<file path="config.mk">
export PLATFORM = sky130hd
export DESIGN_NAME = rom_upload_bridge
export DESIGN_NICKNAME = d
export VERILOG_FILES = /design/src/rtl/rom_upload_bridge.sv
export SDC_FILE = /design/constraint.sdc
export NUM_CORES = 1
export LEC_CHECK = 0
export CAP_MARGIN = 10
export CORE_MARGIN = 4
export CORE_UTILIZATION = 60
export CTS_CLUSTER_SIZE = 10
export DETAILED_ROUTE_END_ITERATION = 16
export MAX_ROUTING_LAYER = met4
export PLACE_DENSITY = 0.8
export SLEW_MARGIN = 10
export SYNTH_ARGS = -nofsm -noshare
export SYNTH_HDL_FRONTEND = slang
export SYNTH_SLANG_ARGS = --single-unit
export TNS_END_PERCENT = 10
</file>
<file path="constraint.sdc">
create_clock -name clk_sys -period 6.5 [get_ports clk_sys]
set_clock_uncertainty 0.05 [all_clocks]
set_input_delay 1.3 -clock clk_sys [delete_from_list [all_inputs] [get_ports clk_sys]]
set_output_delay 1.3 -clock clk_sys [all_outputs]
set_load 0.02 [all_outputs]
</file>
<file path="src/rtl/rom_upload_bridge.sv">
// Packs ioctl download bytes into 16-bit words, queues them in a small FIFO and
// writes each one to SDRAM port1 using the toggle req/ack handshake.
`timescale 1ns/1ps
module rom_upload_bridge #(
  parameter int FIFO_AW = 3
) (
  input  logic        clk_sys,
  input  logic        reset_n,
  input  logic        ioctl_download,
  input  logic        ioctl_wr,
  input  logic [24:0] ioctl_addr,
  input  logic [7:0]  ioctl_dout,
  output logic        port1_req,
  input  logic        port1_ack,
  output logic [22:0] port1_a,
  output logic [1:0]  port1_ds,
  output logic        port1_we,
  output logic [15:0] port1_d,
  output logic        busy,
  output logic        rom_loaded,
  output logic        overflow
);

  localparam int EW    = 41;
  localparam int DEPTH = 1 << FIFO_AW;

  typedef enum logic {IDLE, WAIT} state_t;

  logic               wr_d_q, dl_d_q;
  logic               pend_valid_q, pend_valid_d;
  logic [22:0]        pend_wa_q, pend_wa_d;
  logic               pend_lane_q, pend_lane_d;
  logic [7:0]         pend_byte_q, pend_byte_d;
  logic [EW-1:0]      mem_q [DEPTH];
  logic [FIFO_AW:0]   wptr_q, wptr_d, rptr_q, rptr_d;
  state_t             state_q, state_d;
  logic               req_q, req_d, we_q, we_d;
  logic [22:0]        a_q, a_d;
  logic [1:0]         ds_q, ds_d;
  logic [15:0]        d_q, d_d;
  logic               rom_loaded_q, rom_loaded_d;
  logic               seen_dl_q, seen_dl_d;
  logic               overflow_q, overflow_d;

  logic               stb, dl_rise, dl_fall;
  logic               push, pop, full, empty;
  logic [EW-1:0]      push_data, pend_entry, head;
  logic               unused_addr_msb;

  assign unused_addr_msb = ioctl_addr[24];

  assign stb     = ioctl_wr & ~wr_d_q;
  assign dl_rise = ioctl_download & ~dl_d_q;
  assign dl_fall = ~ioctl_download & dl_d_q;

  assign empty = (wptr_q == rptr_q);
  assign full  = (wptr_q[FIFO_AW] != rptr_q[FIFO_AW]) &&
                 (wptr_q[FIFO_AW-1:0] == rptr_q[FIFO_AW-1:0]);
  assign head  = mem_q[rptr_q[FIFO_AW-1:0]];

  // A lone pending byte is emitted on its own lane with the other lane zeroed.
  assign pend_entry = pend_lane_q ? {pend_wa_q, 2'b10, pend_byte_q, 8'h00}
                                  : {pend_wa_q, 2'b01, 8'h00, pend_byte_q};

  always_comb begin
    push         = 1'b0;
    push_data    = '0;
    pend_valid_d = pend_valid_q;
    pend_wa_d    = pend_wa_q;
    pend_lane_d  = pend_lane_q;
    pend_byte_d  = pend_byte_q;
    if (stb) begin
      if (ioctl_addr[0] && pend_valid_q && !pend_lane_q &&
          (pend_wa_q == ioctl_addr[23:1])) begin
        push         = 1'b1;
        push_data    = {pend_wa_q, 2'b11, ioctl_dout, pend_byte_q};
        pend_valid_d = 1'b0;
      end else begin
        push         = pend_valid_q;
        push_data    = pend_entry;
        pend_valid_d = 1'b1;
        pend_wa_d    = ioctl_addr[23:1];
        pend_lane_d  = ioctl_addr[0];
        pend_byte_d  = ioctl_dout;
      end
    end else if (pend_valid_q && (pend_lane_q || dl_fall)) begin
      push         = 1'b1;
      push_data    = pend_entry;
      pend_valid_d = 1'b0;
    end
  end

  always_comb begin
    state_d = state_q;
    req_d   = req_q;
    we_d    = we_q;
    a_d     = a_q;
    ds_d    = ds_q;
    d_d     = d_q;
    pop     = 1'b0;
    case (state_q)
      IDLE: begin
        if (!empty) begin
          {a_d, ds_d, d_d} = head;
          pop     = 1'b1;
          we_d    = 1'b1;
          req_d   = ~req_q;
          state_d = WAIT;
        end
      end
      WAIT: begin
        if (port1_ack == req_q) begin
          we_d    = 1'b0;
          state_d = IDLE;
        end
      end
      default: state_d = IDLE;
    endcase
  end

  assign wptr_d = wptr_q + ((push && !full) ? (FIFO_AW+1)'(1) : '0);
  assign rptr_d = rptr_q + (pop ? (FIFO_AW+1)'(1) : '0);

  always_comb begin
    seen_dl_d    = seen_dl_q | dl_rise;
    overflow_d   = overflow_q;
    rom_loaded_d = rom_loaded_q;
    if (dl_rise) begin
      overflow_d   = 1'b0;
      rom_loaded_d = 1'b0;
    end else begin
      if (push && full)
        overflow_d = 1'b1;
      if (!ioctl_download && !pend_valid_q && empty && (state_q == IDLE) && seen_dl_q)
        rom_loaded_d = 1'b1;
    end
  end

  always_ff @(posedge clk_sys) begin
    if (push && !full)
      mem_q[wptr_q[FIFO_AW-1:0]] <= push_data;
  end

  always_ff @(posedge clk_sys or negedge reset_n) begin
    if (!reset_n) begin
      wr_d_q       <= 1'b0;
      dl_d_q       <= 1'b0;
      pend_valid_q <= 1'b0;
      pend_wa_q    <= '0;
      pend_lane_q  <= 1'b0;
      pend_byte_q  <= '0;
      wptr_q       <= '0;
      rptr_q       <= '0;
      state_q      <= IDLE;
      req_q        <= 1'b0;
      we_q         <= 1'b0;
      a_q          <= '0;
      ds_q         <= '0;
      d_q          <= '0;
      rom_loaded_q <= 1'b0;
      seen_dl_q    <= 1'b0;
      overflow_q   <= 1'b0;
    end else begin
      wr_d_q       <= ioctl_wr;
      dl_d_q       <= ioctl_download;
      pend_valid_q <= pend_valid_d;
      pend_wa_q    <= pend_wa_d;
      pend_lane_q  <= pend_lane_d;
      pend_byte_q  <= pend_byte_d;
      wptr_q       <= wptr_d;
      rptr_q       <= rptr_d;
      state_q      <= state_d;
      req_q        <= req_d;
      we_q         <= we_d;
      a_q          <= a_d;
      ds_q         <= ds_d;
      d_q          <= d_d;
      rom_loaded_q <= rom_loaded_d;
      seen_dl_q    <= seen_dl_d;
      overflow_q   <= overflow_d;
    end
  end

  assign port1_req  = req_q;
  assign port1_we   = we_q;
  assign port1_a    = a_q;
  assign port1_ds   = ds_q;
  assign port1_d    = d_q;
  assign rom_loaded = rom_loaded_q;
  assign overflow   = overflow_q;
  assign busy       = ioctl_download | pend_valid_q | ~empty | (state_q == WAIT);

endmodule

</file>
==> metrics.log, run 1 <==
[metrics] run status: complete, no violations
[metrics] terminating pin of the worst hold path: seen_dl_q
[metrics] Total Die Area: 0.0298 mm²
[metrics] antenna violations before repair: 0
[metrics] sequential fraction of the synthesis area: 74.5%
[metrics] commonest cells after routing, fill and taps aside: sky130_fd_sc_hd__edfxtp_1 (328), sky130_fd_sc_hd__dfrtp_1 (87), sky130_fd_sc_hd__mux4_2 (82)
[metrics] cell accounting for the most synthesized area: sky130_fd_sc_hd__edfxtp_1
[metrics] count of buffers from port buffering: 82
[metrics] final net count: 974
[metrics] class of the most critical setup path: reg2out
[metrics] data arrival time of the critical path: 3.08 ns
[metrics] Synth Area per Inst: 19.7 µm²
[metrics] top area cells in the synthesized netlist: sky130_fd_sc_hd__edfxtp_1 (61%), sky130_fd_sc_hd__dfrtp_1 (14%), sky130_fd_sc_hd__mux4_2 (11%)
[metrics] routed via count: 7932
[metrics] final hold slack: 0.420 ns
[metrics] post-synth net total: 866
[metrics] post-CTS setup buffers: 0
[metrics] leakage power: 0.00656 µW
[metrics] setup ws final: 2.07 ns
[metrics] total number of yosys warnings: 0
[metrics] Rows: 59
[metrics] Avg Vias per Cell: 6.09
[metrics] number of buffers inserted during clock tree synthesis: 47
[metrics] final core utilization: 71.5%
[metrics] peak fanout along the critical path: 35
[metrics] Max Clock Freq: 0.226 GHz
[metrics] fin crit share: 68.2%
[metrics] flops & latches, synth: 418
[metrics] most frequent standard cell in the layout excluding fill and tap cells: sky130_fd_sc_hd__edfxtp_1
[metrics] first-pass GRT wire length: 49900 µm
[metrics] share of the synthesized area in the top cell type: 60.7%
[metrics] Peak VDD IR: 0.286 mV
[metrics] number of instances in the synthesized netlist: 824
[metrics] worst hold path type: reg2reg
[metrics] fraction of the mapped netlist area in compound gates: 2.09%
[metrics] sinks on the clock net: 418
[metrics] routed wirelength normalized by instance count: 24.8 µm
[metrics] hold path cells: 1
[metrics] vias in the first global route: 8447
[metrics] initial standard-cell utilization of the core: 61.6%
[metrics] placed wire-length estimate: 18300 µm
[metrics] simple-gate area share of the yosys netlist: 3.69%
[metrics] IO Pins: 84
[metrics] CP Data Required Time: 5.15 ns
[metrics] count of instances resized after the clock tree is built: 0
[metrics] Sum Neg Setup Slack: 0 ns
[metrics] setup violation total in the final timing report: 0
[metrics] Tot GR Track Use: 23.4%
[metrics] final number of max-transition violations: 0
[metrics] CTS H-Tree Depth: 2
[metrics] post-synthesis instance area: 0.0162 mm²
[metrics] horizontal die dimension: 172 µm
[metrics] max cap viols: 0
[metrics] worst reg2reg path depth: 6
[metrics] pin count of the biggest net entering global routing: 57
[metrics] DRC: 0
[metrics] CTS tree: yes
[metrics] Total Routed Length: 32400 µm
[metrics] xor-xnor portion of the synthesized cell area: 1.78%
[metrics] crit path time final: 4.43 ns
[metrics] violation count after the first detailed-route iteration: 698
[metrics] worst slew slack as a fraction of its limit: 33.6%
[metrics] placed cell area: 0.0175 mm²
[metrics] clk buf depth: 3
[metrics] multiplexer area fraction after synthesis: 16.4%
[metrics] Filler cells: 1537
[metrics] start point of the worst min-delay path: seen_dl_q
[metrics] slew at the pin closest to its max-slew limit: 0.996 ns
[metrics] Die H: 172 µm
[metrics] layout overhead on the synthesized area: 16.1%
[metrics] pre-CTS setup slack: 1.83 ns
[metrics] CTS root buffer: sky130_fd_sc_hd__clkbuf_16
[metrics] leftover overflow at the end of global routing: 0
[metrics] antenna cells: 0
[metrics] number of search-and-repair iterations in the first detailed-routing pass: 5
[metrics] combinational family with the most area after synthesis: multiplexers
[metrics] number of failing hold endpoints at the final stage: 0
[metrics] reg-to-reg setup timing slack: 3.10 ns
[metrics] Hold Buf Count CTS: 0
[metrics] residual antenna-violating net count after detailed routing: 0
[metrics] capture point of the worst reg-to-reg path: mem_q[1][11]
[metrics] core area: 0.0264 mm²
[metrics] power density over the cells: 436 mW/mm²
[metrics] Worst setup EP type: output port
[metrics] area of all placed cells without fillers: 0.0188 mm²
[metrics] fraction of final layout cells with drive strength greater than 1: 20.1%
[metrics] startpoint type of the worst setup path: flop
[metrics] RSZ-0062 raised after global routing: no
[metrics] worst-skew pair later-pin latency: 0.54 ns
[metrics] Post-Synth Adder-Cell Area: 0.308%
[metrics] clock slew seen by the registers of the worst setup and hold paths: 0.05 ns
[metrics] final RePlAce weighted congestion: 0.755
[metrics] beginning of the worst register-to-register path: rptr_q[0]
[metrics] Unique masters post-synth: 33
[cells in the mapped netlist]
cell type / instances
sky130_fd_sc_hd__mux2i_1: 42
sky130_fd_sc_hd__a21oi_1: 43
sky130_fd_sc_hd__mux2_2: 20
sky130_fd_sc_hd__edfxtp_1: 328
sky130_fd_sc_hd__nand3_1: 2
sky130_fd_sc_hd__nand2b_1: 6
sky130_fd_sc_hd__buf_2: 17
sky130_fd_sc_hd__nand2_1: 7
sky130_fd_sc_hd__nor2_1: 50
sky130_fd_sc_hd__o21a_1: 2
sky130_fd_sc_hd__nor4b_4: 1
sky130_fd_sc_hd__nor2b_1: 4
sky130_fd_sc_hd__dfrtp_1: 90
sky130_fd_sc_hd__buf_6: 3
sky130_fd_sc_hd__xor2_1: 25
sky130_fd_sc_hd__ha_1: 4
sky130_fd_sc_hd__nor4_1: 5
sky130_fd_sc_hd__mux2_1: 3
sky130_fd_sc_hd__and2_1: 31
sky130_fd_sc_hd__mux4_2: 82
sky130_fd_sc_hd__xnor2_1: 8
sky130_fd_sc_hd__nor3b_1: 1
sky130_fd_sc_hd__o21ai_4: 1
sky130_fd_sc_hd__o31ai_1: 1
sky130_fd_sc_hd__a22o_1: 8
sky130_fd_sc_hd__or2_2: 2
sky130_fd_sc_hd__nand4_1: 3
sky130_fd_sc_hd__a21o_1: 2
sky130_fd_sc_hd__mux2_4: 9
sky130_fd_sc_hd__buf_1: 5
sky130_fd_sc_hd__nor3_1: 3
sky130_fd_sc_hd__and4b_1: 1
sky130_fd_sc_hd__clkbuf_1: 15
[layout make-up]
cell class	count	area [µm²]	share of cell area [%]
sequential	418	12100	64.3
timing repair buffer	99	946	5.02
clock buffer	85	1360	7.23
tap	335	419	2.22
multi-input combinational	366	4000	21.3
[worst max-delay path, cell delays in order, from the launching register on]
cell and delay, ns:
sky130_fd_sc_hd__dfrtp_4 0.89, sky130_fd_sc_hd__xnor2_1 0.21, sky130_fd_sc_hd__and4b_1 0.31, sky130_fd_sc_hd__nor3b_1 0.45, sky130_fd_sc_hd__nand2b_1 0.11, sky130_fd_sc_hd__clkdlybuf4s50_1 0.55
[where the power goes]
group | switching (µW) | internal [µW] | total, µW
clock network | 957 | 1400 | 2360
logic | 1160 | 1080 | 2240
registers | 295 | 3320 | 3610
[state kept, by name (all words and copies together) (netlist names), 2 cells and up]
register and cells:
port1_ds 2, pend_wa_q 23, rptr_q 4, pend_byte_q 8
wptr_q 4, port1_d 16, port1_a 23, mem_q 328
[stage by stage]
| step | std cells | power [µW] |
|---|---|---|
| floorplan | 824 | 5160 |
| global placement | 1218 | 5860 |
| detailed placement | 1218 | 5920 |
| CTS | 1303 | 8290 |
| global route | 1303 | 8610 |
| finish | 1303 | 8210 |
[layer usage]
| metal | wire, µm | GRT usage (%) | vias to the layer above |
|---|---|---|---|
| li1 | - | - | 3460 |
| met1 | 13200 | 31.6 | 4155 |
| met2 | 16800 | 38.0 | 265 |
| met3 | 1660 | 3.13 | 52 |
| met4 | 718 | 7.11 | 0 |
| met5 | 0 | - | - |
[how the worst max path moves through the flow]
stage | cells past startpoint | to | start
after global routing | 5 | busy | rptr_q[0]
after detailed placement | 7 | mem_q[1][1] | ioctl_wr
final | 5 | busy | rptr_q[0]
after CTS | 5 | busy | rptr_q[0]
after global placement | 7 | mem_q[1][0] | ioctl_wr
after floorplan | 5 | mem_q[0][0] | ioctl_wr
[cell families (layout without fill, tap and decap cells)]
kind of cell	count (synthesis)	after routing
xor+xnor	33	33
flops	418	418
fa+ha+maj	4	4
buf+inv	40	184
compound gates	57	57
simple gates	116	116
mux	156	156
Note: power is estimated with default switching activity, not from simulation.
==> inputs of run 2 (changes only) <==
==> constraint.sdc (replaced) <==
create_clock -name clk_sys -period 4.2 [get_ports clk_sys]
set_clock_uncertainty 0.05 [all_clocks]
set_input_delay 0.84 -clock clk_sys [delete_from_list [all_inputs] [get_ports clk_sys]]
set_output_delay 0.84 -clock clk_sys [all_outputs]
set_load 0.02 [all_outputs]
==> metrics.log, run 2 (synthesis gave the netlist of run 1 again) <==
[metrics] residual antenna-violating net count after detailed routing: 0
[metrics] RSZ-0062 raised after global routing: no
[metrics] GR Util met3: 3.29%
[metrics] fin crit share: 84.4%
[metrics] worst slew slack as a fraction of its limit: 26.5%
[metrics] Total Routed Length: 32300 µm
[metrics] Max Clock Freq: 0.282 GHz
[metrics] routed wirelength normalized by instance count: 24.7 µm
[metrics] IO Pins: 84
[metrics] first-pass GRT wire length: 50500 µm
[metrics] critical path's slowest cell: sky130_fd_sc_hd__dfrtp_1
[metrics] Hold Buf Count CTS: 0
[metrics] initial standard-cell utilization of the core: 61.6%
[metrics] startpoint type of the worst setup path: flop
[metrics] Reg area: 0.0121 mm²
[metrics] CTS root buffer: sky130_fd_sc_hd__clkbuf_16
[metrics] clock slew seen by the registers of the worst setup and hold paths: 0.06 ns
[metrics] pin count of the biggest net entering global routing: 56
[metrics] Tot GR Track Use: 23.4%
[metrics] layer with the highest usage after global routing: met2
[metrics] Critical Path Source: wptr_q[2]
[metrics] setup ws final: 0.656 ns
[metrics] final number of max-transition violations: 0
[metrics] leakage power: 0.00662 µW
[metrics] peak fanout along the critical path: 8
[metrics] Filler cells: 1531
[metrics] number of search-and-repair iterations in the first detailed-routing pass: 4
[metrics] area used by multi-input combinational logic: 0.00401 mm²
[metrics] vias in the first global route: 8577
[metrics] Avg Vias per Cell: 6.09
[metrics] crit path time final: 3.54 ns
[metrics] clk buf depth: 3
[metrics] global routing met1 resource utilization: 32.4%
[metrics] leftover overflow at the end of global routing: 0
[metrics] commonest cells after routing, fill and taps aside: sky130_fd_sc_hd__edfxtp_1 (328), sky130_fd_sc_hd__dfrtp_1 (87), sky130_fd_sc_hd__mux4_2 (82)
[metrics] number of placed instances with taps included: 1225
[metrics] Die H: 172 µm
[metrics] pre-CTS setup slack: 0.657 ns
[metrics] CP Data Required Time: 3.31 ns
[metrics] CTS tree: yes
[metrics] antenna violations before repair: 0
[metrics] met2 usage in global routing: 37.7%
[metrics] most frequent standard cell in the layout excluding fill and tap cells: sky130_fd_sc_hd__edfxtp_1
[metrics] CP peak stage delay: 0.56 ns
[metrics] worst reg2reg path depth: 5
[metrics] Cell Chain, Critical Path: xnor2_1, and4b_1, nor3b_1, nand2b_1, clkdlybuf4s50_1
[metrics] post-CTS setup buffers: 0
[metrics] sinks on the clock net: 418
[metrics] run status: complete, no violations
[metrics] slew at the pin closest to its max-slew limit: 1.10 ns
[metrics] core area: 0.0264 mm²
[metrics] setup violation total in the final timing report: 0
[metrics] Rows: 59
[metrics] max cap viols: 0
[metrics] layout overhead on the synthesized area: 17.0%
[metrics] final core utilization: 72.1%
[metrics] data arrival time of the critical path: 2.65 ns
[metrics] count of instances resized after the clock tree is built: 0
[metrics] worst-skew pair later-pin latency: 0.54 ns
[metrics] class of the most critical setup path: reg2out
[metrics] placed cell area: 0.0176 mm²
[metrics] number of buffers inserted during clock tree synthesis: 47
[metrics] placed wire-length estimate: 18000 µm
[metrics] final hold slack: 0.323 ns
[metrics] fraction of final layout cells with drive strength greater than 1: 20.6%
[metrics] post-route insts no fill: 1311
[metrics] power density over the cells: 673 mW/mm²
[metrics] count of buffers from port buffering: 82
[metrics] routed via count: 7986
[metrics] Total Die Area: 0.0298 mm²
[metrics] CTS H-Tree Depth: 2
[metrics] Peak VDD IR: 0.500 mV
[metrics] DRC: 0
[metrics] horizontal die dimension: 172 µm
[metrics] number of failing hold endpoints at the final stage: 0
[metrics] antenna cells: 0
[metrics] area of all placed cells without fillers: 0.0190 mm²
[metrics] Worst setup EP type: output port
[metrics] violation count after the first detailed-route iteration: 682
[metrics] flip-flop count of the largest register, all copies and words added: 328
[metrics] final net count: 981
[metrics] beginning of the worst register-to-register path: pend_wa_q[11]
[metrics] final RePlAce weighted congestion: 0.780
[metrics] worst hold path type: in2async
==> run 2: cell types whose count changed in the layout (fill, tap and decap cells not counted), sizes merged <==
cell | before | now
buf | 18 | 25
clkbuf | 85 | 86
==> run 2: area by class of cell <==
type	count	area share, %
Timing Repair Buffer	106	5.72
Clock buffer	86	7.19
Sequential cell	418	63.8
Tap cell	335	2.21
Multi-Input combinational cell	366	21.1
==> run 2: worst paths after layout <==
path | endpoint | slack (ns)
max | busy | 0.66
min | port1_d[11] | 0.32
max reg2reg | mem_q[4][15] | 1.55
min reg2reg | rptr_q[3] | 0.46
max in group asynchronous | port1_a[14] | 2.93
min in group clk_sys | rptr_q[3] | 0.46
==> run 2: metal layers <==
layer | part of all wire, % | routed length [µm] | vias up
met5 | 0 | 0 | -
met4 | 1.9 | 607 | 0
met3 | 4.6 | 1500 | 54
met2 | 52 | 16900 | 247
met1 | 41 | 13400 | 4205
li1 | - | - | 3480
==> run 2: critical path, delay by kind of cell (launching register included) <==
family	cells	cell delay (ns)
xor+xnor	1	0.18
simple gates	3	0.83
flops	1	0.56
buf+inv	1	0.55
==> run 2: metrics by stage <==
step,TNS (ns),total power [µW]
after floorplan,-31.68,7990
after global placement,0,9130
after detailed placement,0,9230
after CTS,0,12900
after global routing,0,13400
final,0,12800
==> run 2: report_power, final <==
| part | switching [µW] | leakage [µW] | total, µW | internal, µW |
|---|---|---|---|---|
| sequential | 284 | 0.00405 | 5420 | 5140 |
| combinational | 1990 | 0.00192 | 3710 | 1720 |
| clock | 1480 | 0.000648 | 3650 | 2170 |
==> inputs of run 3 (changes only) <==
==> constraint.sdc (replaced) <==
create_clock -name clk_sys -period 3.4 [get_ports clk_sys]
set_clock_uncertainty 0.05 [all_clocks]
set_input_delay 0.68 -clock clk_sys [delete_from_list [all_inputs] [get_ports clk_sys]]
set_output_delay 0.68 -clock clk_sys [all_outputs]
set_load 0.02 [all_outputs]
==> metrics.log, run 3 (synthesis gave the netlist of run 1 again) <==
[metrics] clk buf depth: 3
[metrics] Die H: 172 µm
[metrics] crit path time final: 3.26 ns
[metrics] leftover overflow at the end of global routing: 0
[metrics] Logic pwr share: 28.8%
[metrics] worst hold path type: in2async
[metrics] final hold slack: 0.116 ns
[metrics] peak fanout along the critical path: 12
[metrics] Rows: 59
[metrics] area of all placed cells without fillers: 0.0191 mm²
[metrics] sinks on the clock net: 418
[metrics] count of buffers from port buffering: 82
[metrics] final RePlAce weighted congestion: 0.766
[metrics] CTS tree: yes
[metrics] Total Die Area: 0.0298 mm²
[metrics] CP Data Required Time: 2.67 ns
[metrics] CTS H-Tree Depth: 2
[metrics] number of failing hold endpoints at the final stage: 0
[metrics] GR Util met3: 3.32%
[metrics] fin crit share: 95.8%
[metrics] IO Pins: 84
[metrics] worst slew slack as a fraction of its limit: 26.6%
[metrics] Reg area: 0.0121 mm²
[metrics] layer with the highest usage after global routing: met2
[metrics] fraction of final layout cells with drive strength greater than 1: 21.0%
[metrics] final net count: 982
[metrics] global routing met1 resource utilization: 31.1%
[metrics] internal power of the cells: 11200 µW
[metrics] residual antenna-violating net count after detailed routing: 0
[metrics] antenna violations before repair: 0
[metrics] slew at the pin closest to its max-slew limit: 1.10 ns
[metrics] max cap viols: 0
[metrics] area used by multi-input combinational logic: 0.00402 mm²
[metrics] sw frac: 29.5%
[metrics] pin count of the biggest net entering global routing: 84
[metrics] core area: 0.0264 mm²
[metrics] startpoint type of the worst setup path: flop
[metrics] horizontal die dimension: 172 µm
[metrics] Avg Vias per Cell: 6.08
[metrics] number of search-and-repair iterations in the first detailed-routing pass: 4
[metrics] data arrival time of the critical path: 2.53 ns
[metrics] run status: complete, no violations
[metrics] worst-skew pair later-pin latency: 0.54 ns
[metrics] met2 usage in global routing: 37.9%
[metrics] Peak VDD IR: 0.833 mV
[metrics] power density over the cells: 831 mW/mm²
[metrics] Worst setup EP type: output port
[metrics] flip-flop count of the largest register, all copies and words added: 328
[metrics] clock slew seen by the registers of the worst setup and hold paths: 0.05 ns
[metrics] routed wirelength normalized by instance count: 24.6 µm
[metrics] relative contribution of the clock network to total power: 28.7%
[metrics] antenna cells: 0
[metrics] post-CTS setup buffers: 0
[metrics] number of buffers inserted during clock tree synthesis: 47
[metrics] worst reg2reg path depth: 6
[metrics] initial standard-cell utilization of the core: 61.6%
[metrics] placed wire-length estimate: 17600 µm
[metrics] placed cell area: 0.0177 mm²
[metrics] Filler cells: 1503
[metrics] Max Clock Freq: 0.307 GHz
[metrics] most frequent standard cell in the layout excluding fill and tap cells: sky130_fd_sc_hd__edfxtp_1
[metrics] vias in the first global route: 8529
[metrics] commonest cells after routing, fill and taps aside: sky130_fd_sc_hd__edfxtp_1 (328), sky130_fd_sc_hd__dfrtp_1 (86), sky130_fd_sc_hd__mux4_2 (82)
[metrics] Hold Buf Count CTS: 0
[metrics] class of the most critical setup path: reg2out
[metrics] violation count after the first detailed-route iteration: 808
[metrics] reg-to-reg setup timing slack: 0.87 ns
[metrics] leakage power: 0.00665 µW
[metrics] DRC: 0
[metrics] total power: 15900 µW
[metrics] sequential fraction of design power: 42.6%
[metrics] layout overhead on the synthesized area: 17.5%
[metrics] Total Routed Length: 32300 µm
[metrics] CTS root buffer: sky130_fd_sc_hd__clkbuf_16
[metrics] routed via count: 7981
[metrics] switching power of the nets: 4670 µW
[metrics] final number of max-transition violations: 0
[metrics] Tot GR Track Use: 23.0%
[metrics] first-pass GRT wire length: 49700 µm
[metrics] setup violation total in the final timing report: 0
## run 3: what timing repair did
action	CTS	global route
endpoints found under the hold margin	0	0
gates resized for setup	0	2
endpoints found under the setup margin	0	1
## run 3: per-layer routing
metal  wire length [µm]  up-vias
met3               1610       48
li1                   -     3491
met1              13200     4191
met2              16800      251
met5                  0        -
met4                631        0
## run 3: critical path, stage by stage (launching register included)
cell                              delay (ns)
sky130_fd_sc_hd__dfrtp_4                0.56
sky130_fd_sc_hd__xnor2_1                0.23
sky130_fd_sc_hd__and4b_1                0.33
sky130_fd_sc_hd__nor3b_2                0.24
sky130_fd_sc_hd__nand2b_1               0.09
sky130_fd_sc_hd__clkdlybuf4s50_1        0.55
## run 3: area by class of cell
class	instances	share of cell area, %
multi-input cells	366	21.1
clock buffers	86	7.16
well taps	335	2.20
flip-flops and latches	418	63.5
clock inverters	1	0.105
repair buffers	107	5.99
## run 3: power groups by stage
| stage | Sequential (µW) | Combinational, µW | Clock [µW] |
|---|---|---|---|
| finish | 6750 | 4560 | 4540 |
| global route | 6810 | 4930 | 4850 |
| CTS | 6750 | 4630 | 4620 |
| detailed placement | 6840 | 4570 | 0 |
| global placement | 6790 | 4490 | 0 |
| floorplan | 7020 | 2850 | 0 |
## run 3: final timing paths
path,startpoint,to
worst max-delay path,rptr_q[1],busy
worst min-delay path,reset_n,port1_d[13]
worst max register to register,pend_wa_q[3],mem_q[0][14]
worst min register to register,port1_we,port1_we
max in group asynchronous,reset_n,pend_wa_q[11]
min in group clk_sys,port1_we,port1_we
## run 3: stage by stage
| step | setup WS, ns | TNS [ns] | instances | util, % |
|---|---|---|---|---|
| after floorplan | -0.319 | -89.76 | 824 | - |
| after global placement | 0.266 | 0 | 1226 | 67.1 |
| after detailed placement | 0.177 | 0 | 1226 | 67.1 |
| after CTS | 0.0219 | 0 | 1313 | 72.4 |
| after global routing | -0.00501 | -0.00501 | 1313 | 72.4 |
| final | 0.143 | 0 | 1313 | 72.4 |
